<file path="config.mk">
export PLATFORM = sky130hd
export DESIGN_NAME = hsv_core_flush_ctrl
export DESIGN_NICKNAME = d
export VERILOG_FILES = /design/src/rtl/hsv_core_flush_ctrl.sv
export SDC_FILE = /design/constraint.sdc
export NUM_CORES = 1
export LEC_CHECK = 0
export ABC_CLOCK_PERIOD_IN_PS = 3040
export BUFFER_PORTS_ARGS = -buffer_cell sky130_fd_sc_hd__buf_2
export CAP_MARGIN = 15
export CORE_AREA = 3 3 56 97
export CTS_BUF_LIST = sky130_fd_sc_hd__clkbuf_4 sky130_fd_sc_hd__clkbuf_8
export DETAILED_ROUTE_END_ITERATION = 8
export DIE_AREA = 0 0 59 100
export GPL_ROUTABILITY_DRIVEN = 0
export PLACE_DENSITY = 0.86
export REMOVE_ABC_BUFFERS = 1
export SLEW_MARGIN = 20
export SYNTH_ARGS = -nofsm -noshare
export SYNTH_HDL_FRONTEND = slang
export SYNTH_SLANG_ARGS = --single-unit
</file>
<file path="constraint.sdc">
create_clock -name clk_core -period 3.04 [get_ports clk_core]
set_clock_uncertainty 0.2 [all_clocks]
set_input_delay 0.456 -clock clk_core [delete_from_list [all_inputs] [get_ports clk_core]]
set_output_delay 0.456 -clock clk_core [all_outputs]
set_load 0.02 [all_outputs]
</file>
<file path="src/rtl/hsv_core_flush_ctrl.sv">
`default_nettype none
// ============================================================================
// Module      : hsv_core_flush_ctrl
// Description : Central flush sequencer. Broadcasts a flush request and
//               redirect target to all pipeline units, collects their
//               acknowledges, pulses completion, and optionally parks the
//               core in a halted state until resume or a new flush.
// Revision    : 1.0 - initial release
// ============================================================================
module hsv_core_flush_ctrl #(
  parameter int          NUM_UNITS      = 8,
  parameter int          TIMEOUT_CYCLES = 1024,
  parameter logic [31:0] RESET_TARGET   = 32'h0000_0000
) (
  input  logic                 clk_core,
  input  logic                 rst_core_n,
  input  logic                 flush_begin,
  input  logic [31:0]          flush_target_i,
  input  logic                 flush_halt_i,
  input  logic                 resume,
  input  logic [NUM_UNITS-1:0] flush_ack,
  output logic                 flush_req,
  output logic [31:0]          flush_target,
  output logic                 flush_halt,
  output logic                 busy,
  output logic                 halted,
  output logic                 flush_done,
  output logic                 timeout_err
);

  // Counter only has to reach TIMEOUT_CYCLES-1, where it saturates.
  localparam int          CW        = $clog2(TIMEOUT_CYCLES);
  localparam logic [CW-1:0] C_CNT_MAX = CW'(TIMEOUT_CYCLES - 1);

  typedef enum logic [1:0] {
    S_IDLE   = 2'd0,
    S_REQ    = 2'd1,
    S_DONE   = 2'd2,
    S_HALTED = 2'd3
  } state_t;

  state_t                 r_state;
  state_t                 w_next_state;
  logic                   w_accept;
  logic                   w_all_acked;
  logic [NUM_UNITS-1:0]   r_ack_seen;
  logic [CW-1:0]          r_cnt;
  logic [31:0]            r_target;
  logic                   r_halt;
  logic                   r_timeout;
  logic                   r_flush_req;
  logic                   r_busy;
  logic                   r_halted;
  logic                   r_flush_done;

  // An acknowledge arriving in the current cycle completes the set immediately.
  assign w_all_acked = &(r_ack_seen | flush_ack);

  // Next-state selection; flush_begin outranks resume while halted.
  always_comb begin
    w_next_state = r_state;
    w_accept     = 1'b0;
    case (r_state)
      S_IDLE: begin
        if (flush_begin) begin
          w_next_state = S_REQ;
          w_accept     = 1'b1;
        end
      end
      S_REQ: begin
        if (w_all_acked) begin
          w_next_state = S_DONE;
        end
      end
      S_DONE: begin
        w_next_state = r_halt ? S_HALTED : S_IDLE;
      end
      S_HALTED: begin
        if (flush_begin) begin
          w_next_state = S_REQ;
          w_accept     = 1'b1;
        end else if (resume) begin
          w_next_state = S_IDLE;
        end
      end
      default: begin
        w_next_state = S_IDLE;
      end
    endcase
  end

  // State register; status outputs are registered from the next state so
  // they line up with the state and have no input-to-output path.
  always_ff @(posedge clk_core or negedge rst_core_n) begin
    if (!rst_core_n) begin
      r_state      <= S_IDLE;
      r_flush_req  <= 1'b0;
      r_busy       <= 1'b0;
      r_halted     <= 1'b0;
      r_flush_done <= 1'b0;
    end else begin
      r_state      <= w_next_state;
      r_flush_req  <= (w_next_state == S_REQ);
      r_busy       <= (w_next_state != S_IDLE);
      r_halted     <= (w_next_state == S_HALTED);
      r_flush_done <= (w_next_state == S_DONE);
    end
  end

  // Command latch, acknowledge collection and timeout watchdog.
  always_ff @(posedge clk_core or negedge rst_core_n) begin
    if (!rst_core_n) begin
      r_target   <= RESET_TARGET;
      r_halt     <= 1'b0;
      r_ack_seen <= '0;
      r_cnt      <= '0;
      r_timeout  <= 1'b0;
    end else if (w_accept) begin
      r_target   <= flush_target_i;
      r_halt     <= flush_halt_i;
      r_ack_seen <= '0;
      r_cnt      <= '0;
      r_timeout  <= 1'b0;
    end else if (r_state == S_REQ) begin
      r_ack_seen <= r_ack_seen | flush_ack;
      if (r_cnt != C_CNT_MAX) begin
        r_cnt <= r_cnt + 1'b1;
      end
      // Sticky; the flush keeps waiting after a timeout.
      if ((r_cnt == C_CNT_MAX) && !w_all_acked) begin
        r_timeout <= 1'b1;
      end
    end
  end

  assign flush_req    = r_flush_req;
  assign flush_target = r_target;
  assign flush_halt   = r_halt;
  assign busy         = r_busy;
  assign halted       = r_halted;
  assign flush_done   = r_flush_done;
  assign timeout_err  = r_timeout;

endmodule
`default_nettype wire

</file>
==> results of run 1 <==
[per-stage QoR]
stage / util [%] / worst slack [ps] / total power [uW] / instances / hold slack (ps)
2_1_floorplan: - / 95.9 / 2150 / 261 / -39.6
3_3_place_gp: 64.1 / 943 / 2580 / 400 / 199
3_5_place_dp: 64.1 / 852 / 2650 / 400 / 211
4_1_cts: 68.1 / 820 / 3280 / 417 / 98.9
5_1_grt: 68.1 / 703 / 3500 / 417 / 104
6_report: 68.1 / 825 / 3250 / 417 / 111
[critical path: cells and delay by family, from the launching register on]
kind | cells | cell delay (ps)
buffers and inverters | 1 | 150
AOI/OAI and AO/OA | 2 | 340
DFF | 1 | 400
adders and majority gates | 1 | 480
and+or+nand+nor | 2 | 580
[metal layers]
metal | GRT usage [%] | up-vias
met3 | 5.79 | 6
li1 | - | 1069
met4 | 9.42 | 0
met1 | 25.6 | 1051
met2 | 38.8 | 60
met5 | 0 | -
[flip-flops by register name, summed over array words and instances, names as in the netlist]
signal and cells:
flush_req 1, busy 1, halted 1, timeout_err 1, flush_done 1, flush_halt 1
r_state 2, r_ack_seen 8, flush_target 32, r_cnt 10
[cells by family (layout without fill, tap and decap cells)]
logic type,count (synthesis),after routing,synth area share (%)
XOR/XNOR,2,2,0.685
multiplexers,4,4,1.57
buffers and inverters,16,107,2.69
AND/OR/NAND/NOR,152,152,25.6
AO/OA/AOI/OAI,37,37,10.2
adder cells (fa/ha/maj),5,5,2.45
flip-flops,58,58,56.8
[placed cells by master, fill, tap and decap left out, types with 5 or more instances in the layout]
master	count
sky130_fd_sc_hd__o22ai_1	5
sky130_fd_sc_hd__buf_4	5
sky130_fd_sc_hd__o21ai_0	6
sky130_fd_sc_hd__clkbuf_8	10
sky130_fd_sc_hd__buf_2	82
sky130_fd_sc_hd__ha_1	5
sky130_fd_sc_hd__nor2_1	19
sky130_fd_sc_hd__a21oi_1	13
sky130_fd_sc_hd__nand2_1	108
sky130_fd_sc_hd__dfrtp_1	58
[final cells by class]
type / instances / area [sq um]
tap: 52 / 65.1
sequential: 58 / 1450
fill: 404 / 1500
clock inverter: 5 / 30.0
multi-input combinational: 200 / 1040
inverter: 3 / 11.3
clock buffer: 11 / 145
timing repair buffer: 88 / 458
[final timing paths]
| check | cells after the start | from | endpoint | slack (ps) |
|---|---|---|---|---|
| min in group asynchronous | 2 | rst_core_n | r_cnt[4] | 390 |
| setup reg to reg | 6 | r_state[1] | busy | 830 |
| hold / removal | 3 | flush_target_i[3] | flush_target[3] | 110 |
| hold reg to reg | 2 | flush_target[13] | flush_target[13] | 270 |
| setup / recovery | 6 | r_state[1] | busy | 830 |
| max in group asynchronous | 3 | rst_core_n | r_cnt[0] | 1570 |
[where the power goes]
group	internal (uW)	switching, uW
Combinational	475	891
Sequential	1080	184
Clock	322	297
==> flow_summary.yaml, run 1 <==
run_status:
  outcome: "completed"
synthesis:
  synth_top_area_cell: "sky130_fd_sc_hd__dfrtp_1"
  synth_unique_cells: 42
  synth_seq_cells: 58
  synth-main-ff-cell: "sky130_fd_sc_hd__dfrtp_1"
  syn_area_per_cell_sq_um: 9.33
  number_of_enable_type_register_cells_in_the_synthesized_netlist: 0
  synth_top_area_share_pct: 56.8
  syn_inst: 274
  post_synth_instance_area_sq_mm: 0.00256
  synth.yosys.warnings: 0
  synth_most_common_cell: "sky130_fd_sc_hd__nand2_1"
  ys_top_cells_by_area: "sky130_fd_sc_hd__dfrtp_1, sky130_fd_sc_hd__nand2_1, sky130_fd_sc_hd__nor2_1"
  synth_async_sr_flop_share_pct: 100
  synth_sequential_area_ratio_pct: 56.8
  synth_commonest_cells: "sky130_fd_sc_hd__nand2_1, sky130_fd_sc_hd__dfrtp_1, sky130_fd_sc_hd__nor2_1"
final_layout:
  syn2layout_area_growth_pct: 25.4
  post_layout_nets: 410
  antenna-diode-count: 0
  final_layout_size_suffix_gt1_share_pct: 31.2
  post-route-cell-area_sq_mm: 0.00320
global_route:
  gr-total-overflow: 0
  gr-usage-all-layers_pct: 22.5
  global_route_wire_length_before_repair_um: 10000
  number_of_antenna_violations_at_the_first_check_in_global_routing: 0
  vias_in_the_first_global_route: 2210
  largest_net_degree_at_the_start_of_global_routing: 52
timing:
  report.final.setup_viol: 0
  period_share_pct: 72.9
  hold_viol: 0
  max_slew_margin_pct: 64.3
  finalMaxSlewViolations: 0
  max_clock_freq_ghz: 0.452
  tightestPinTransition_ps: 533
  unrepaired_setup_endpoints_after_global_routing: "false"
  period_needed_ps: 2210
  fin_tns_setup_ps: 0
clock_tree:
  number_of_h_tree_branching_levels: 3
  clock_insertion_delay_worst_skew_ps: 330
  post_cts_resize_count: 0
  tritoncts: "built"
  cts.repair_timing.setup_buffer_count: 0
  cts.hold.buffers_added: 1
  cts_buffers: 9
  clock_tree_buf_depth: 2
  clkSlewWorstSetupHoldPaths_ps: 70
  clockRootBuffer: "sky130_fd_sc_hd__clkbuf_8"
  tritoncts_num_sinks: 58
routing:
  drtPass1Iterations: 4
  routed_wirelength_um: 5920
  dr.first_iter.drc_count: 77
  drtAntennaViolNets: 0
  drc: 0
  route.detailed.vias_per_inst: 5.24
  routed-wl-met3_um: 269
  routed-wl-met2_um: 3370
  wl_met1_um: 2210
  dr_total_vias: 2186
  top_signal_layer_used: "met4"
  route.detailed.wl_per_inst_um: 14.2
critical_path:
  max_stage_delay_ps: 480
  worst_setup_path_start_kind: "flop"
  critical_path_class: "flop to flop"
  worst_endpoint_required_time_ps: 3100
  worstPathCellList: "inv_1 > ha_1 > or2b_2 > a31oi_4 > or2_2 > a211o_1"
  critical-path-slowest-cell: "sky130_fd_sc_hd__ha_1"
  worst_setup_ep_type: "flop"
  timing.critical_path.arrival_ps: 2280
  critical_path_peak_fanout: 13
job:
  max_cap_violations: 0
power:
  p_leak_uw: 0.00172
  power_density_mw_per_mm2: 1020
  vdd_ir_drop_max_mv: 0.659
die:
  core_area_sq_mm: 0.00471
  effective_utilization_at_floorplan_pct: 54.3
  design.portCount: 83
  die_area_sq_mm: 0.00590
  dieWidth_um: 59
  dieHeight_um: 100
  placementRows: 33
hold_path:
  worst_hold_path_type: "input port to flop"
place:
  dp_hpwl_um: 4300
  count_of_input_and_output_buffers: 82
  placedInstanceArea_sq_mm: 0.00302
No activity file was read; power rests on OpenSTA's default activity.
==> inputs of run 2 (changes only) <==
--- a/config.mk
+++ b/config.mk
@@ -5,15 +5,15 @@
 export SDC_FILE = /design/constraint.sdc
 export NUM_CORES = 1
 export LEC_CHECK = 0
-export ABC_CLOCK_PERIOD_IN_PS = 3040
+export ABC_CLOCK_PERIOD_IN_PS = 2050
 export BUFFER_PORTS_ARGS = -buffer_cell sky130_fd_sc_hd__buf_2
 export CAP_MARGIN = 15
-export CORE_AREA = 3 3 56 97
+export CORE_AREA = 3 3 58 99
 export CTS_BUF_LIST = sky130_fd_sc_hd__clkbuf_4 sky130_fd_sc_hd__clkbuf_8
 export DETAILED_ROUTE_END_ITERATION = 8
-export DIE_AREA = 0 0 59 100
+export DIE_AREA = 0 0 61 102
 export GPL_ROUTABILITY_DRIVEN = 0
-export PLACE_DENSITY = 0.86
+export PLACE_DENSITY = 0.82
 export REMOVE_ABC_BUFFERS = 1
 export SLEW_MARGIN = 20
 export SYNTH_ARGS = -nofsm -noshare
==> constraint.sdc (replaced) <==
create_clock -name clk_core -period 2.05 [get_ports clk_core]
set_clock_uncertainty 0.2 [all_clocks]
set_input_delay 0.3075 -clock clk_core [delete_from_list [all_inputs] [get_ports clk_core]]
set_output_delay 0.3075 -clock clk_core [all_outputs]
set_load 0.02 [all_outputs]
==> run 2 against run 1 <==
  * Die area increased by 5.5%
  * Worst hold slack got worse by 70 ps
  * Combinational power increased by 60%
  * Setup slack got worse by 780 ps
  * Total power increased by 66%
  * Cell count rose by 8.9%
  * First-iteration DRC count is 23% higher
  * Global-route usage increased by 1.2 points
  * Largest power group unchanged
==> flow_summary.yaml, run 2 (same netlist as run 1, synthesis figures left out) <==
run_status:
  outcome: "completed"
global_route:
  groute.layer.met2.usage_pct: 40.7
  number_of_antenna_violations_at_the_first_check_in_global_routing: 0
  gr-total-overflow: 0
  global_route_wire_length_before_repair_um: 11100
  vias_in_the_first_global_route: 2476
  gr-usage-all-layers_pct: 23.7
  largest_net_degree_at_the_start_of_global_routing: 59
  met3_global_route_usage_pct: 4.68
  grt_util_met1_pct: 27.3
  grt.busiest_layer: "met2"
critical_path:
  worst_setup_ep_type: "flop"
  worst_setup_path_start_kind: "flop"
  critical-path-slowest-cell: "sky130_fd_sc_hd__dfrtp_1"
  max_stage_delay_ps: 410
  critical_path_peak_fanout: 8
  worstPathCellList: "inv_1 > ha_2 > or2b_2 > a31oi_4 > or2_2 > a211o_1"
  regToRegSetupSlack_ps: 50
  worstRegToRegCells: 6
  regToRegEndpoint: "busy"
  worst_setup_path_end: "busy"
  worst_endpoint_required_time_ps: 2060
  timing.critical_path.arrival_ps: 2010
  critical_path_class: "flop to flop"
  rr_startpoint: "r_state[1]"
  setup.worst_path.start: "r_state[1]"
clock_tree:
  cts_buffers: 9
  tritoncts_num_sinks: 58
  clock_insertion_delay_worst_skew_ps: 330
  clock_tree_buf_depth: 2
  number_of_h_tree_branching_levels: 3
  clockRootBuffer: "sky130_fd_sc_hd__clkbuf_8"
  tritoncts: "built"
  clkSlewWorstSetupHoldPaths_ps: 60
  cts.repair_timing.setup_buffer_count: 0
final_layout:
  flip_flop_count_of_the_largest_register_after_layout: 32
  instances_no_fill: 454
  antenna-diode-count: 0
  final_cell_mix: "sky130_fd_sc_hd__nand2_1, sky130_fd_sc_hd__buf_2, sky130_fd_sc_hd__dfrtp_1"
  post_layout_nets: 445
  final_layout_size_suffix_gt1_share_pct: 30.0
  layout.cells.most_common: "sky130_fd_sc_hd__nand2_1"
  final_core_util_pct: 72.5
  syn2layout_area_growth_pct: 43.6
power:
  p_sw_share_pct: 38.8
  power.internal_uw: 3290
  power_switching_uw: 2090
  power.share.combinational_pct: 40.7
  post-layout-total-power_uw: 5380
  clock_power_share_pct: 24.3
  vdd_ir_drop_max_mv: 0.778
  sequentialPowerShare_pct: 35.0
  power_density_mw_per_mm2: 1470
  p_leak_uw: 0.00192
job:
  max_cap_violations: 0
place:
  count_of_input_and_output_buffers: 82
  place.detailed.instances: 404
  dp_hpwl_um: 4160
timing:
  period_needed_ps: 2000
  finalHoldWorstSlack_ps: 40.5
  max_slew_margin_pct: 77.5
  unrepaired_setup_endpoints_after_global_routing: "true"
  tightestPinTransition_ps: 337
  hold_viol: 0
  finalMaxSlewViolations: 0
  report.final.setup_viol: 0
  period_share_pct: 97.7
  max_clock_freq_ghz: 0.499
die:
  effective_utilization_at_floorplan_pct: 50.5
  core_area_sq_mm: 0.00506
  die_area_sq_mm: 0.00622
  dieWidth_um: 61
  dieHeight_um: 102
  design.portCount: 83
  placementRows: 34
routing:
  routed_wirelength_um: 6520
  dr.first_iter.drc_count: 95
  dr_total_vias: 2350
  drtPass1Iterations: 4
  drtAntennaViolNets: 0
  drc: 0
  route.detailed.vias_per_inst: 5.18
  route.detailed.wl_per_inst_um: 14.4
hold_path:
  worst_hold_path_type: "input port to flop"
  holdPathStages: 3
-- run 2: changes by cell type in the layout (fill, tap and decap cells not counted), moves of 2 or more --
| cell | change |
|---|---|
| sky130_fd_sc_hd__ha_1 | -2 |
| sky130_fd_sc_hd__clkinvlp_4 | -2 |
| sky130_fd_sc_hd__ha_2 | +2 |
| sky130_fd_sc_hd__buf_12 | +2 |
| sky130_fd_sc_hd__bufinv_16 | +3 |
| sky130_fd_sc_hd__dlygate4sd3_1 | +33 |
-- run 2: final cells by class --
| class | count | area (sq um) |
|---|---|---|
| Tap cell | 54 | 67.6 |
| Inverter | 3 | 11.3 |
| Timing Repair Buffer | 123 | 832 |
| Multi-Input combinational cell | 200 | 1060 |
| Fill cell | 350 | 1390 |
| Sequential cell | 58 | 1450 |
| Clock inverter | 5 | 100 |
| Clock buffer | 11 | 151 |
-- run 2: per-layer routing --
metal | wire [um] | vias to the layer above
met3 | 210 | 13
li1 | - | 1140
met2 | 3630 | 60
met4 | 151 | 0
met5 | 0 | -
met1 | 2530 | 1137
-- run 2: worst min-delay path by stage --
stage,from,end,slack [ps]
2_1_floorplan,rst_core_n,busy,-190
3_3_place_gp,rst_core_n,flush_target[19],130
3_5_place_dp,rst_core_n,flush_target[2],130
4_1_cts,flush_ack[0],r_ack_seen[0],20
5_1_grt,flush_ack[7],r_ack_seen[7],40
6_report,flush_ack[0],r_ack_seen[0],40
-- run 2: power groups by stage --
stage	combinational (uW)	sequential, uW	clock [uW]
2_1_floorplan	901	2280	0
3_3_place_gp	2030	1870	0
3_5_place_dp	2100	1880	0
4_1_cts	2150	1870	1330
5_1_grt	2440	1940	1380
6_report	2190	1880	1310
-- run 2: timing repair --
action	in CTS	in global routing
hold buffers	34	0
endpoints found under the hold margin	91	0
resized for setup	0	5
setup endpoints to repair	0	9
-- run 2: stage by stage --
stage               setup TNS [ps]  cell area [sq um]  worst slack, ps
finish                           0               3670             47.4
CTS                              0               3650             16.4
global placement                 0               3060              113
detailed placement               0               3060             40.9
global route                 -96.0               3670            -60.5
floorplan                   -44790               2500             -894
-- run 2: critical path, delay by kind of cell (launching register included) --
kind            cells  cell delay (ps)
flops               1              410
fa+ha+maj           1              270
simple gates        2              490
compound gates      2              340
buf+inv             1              170
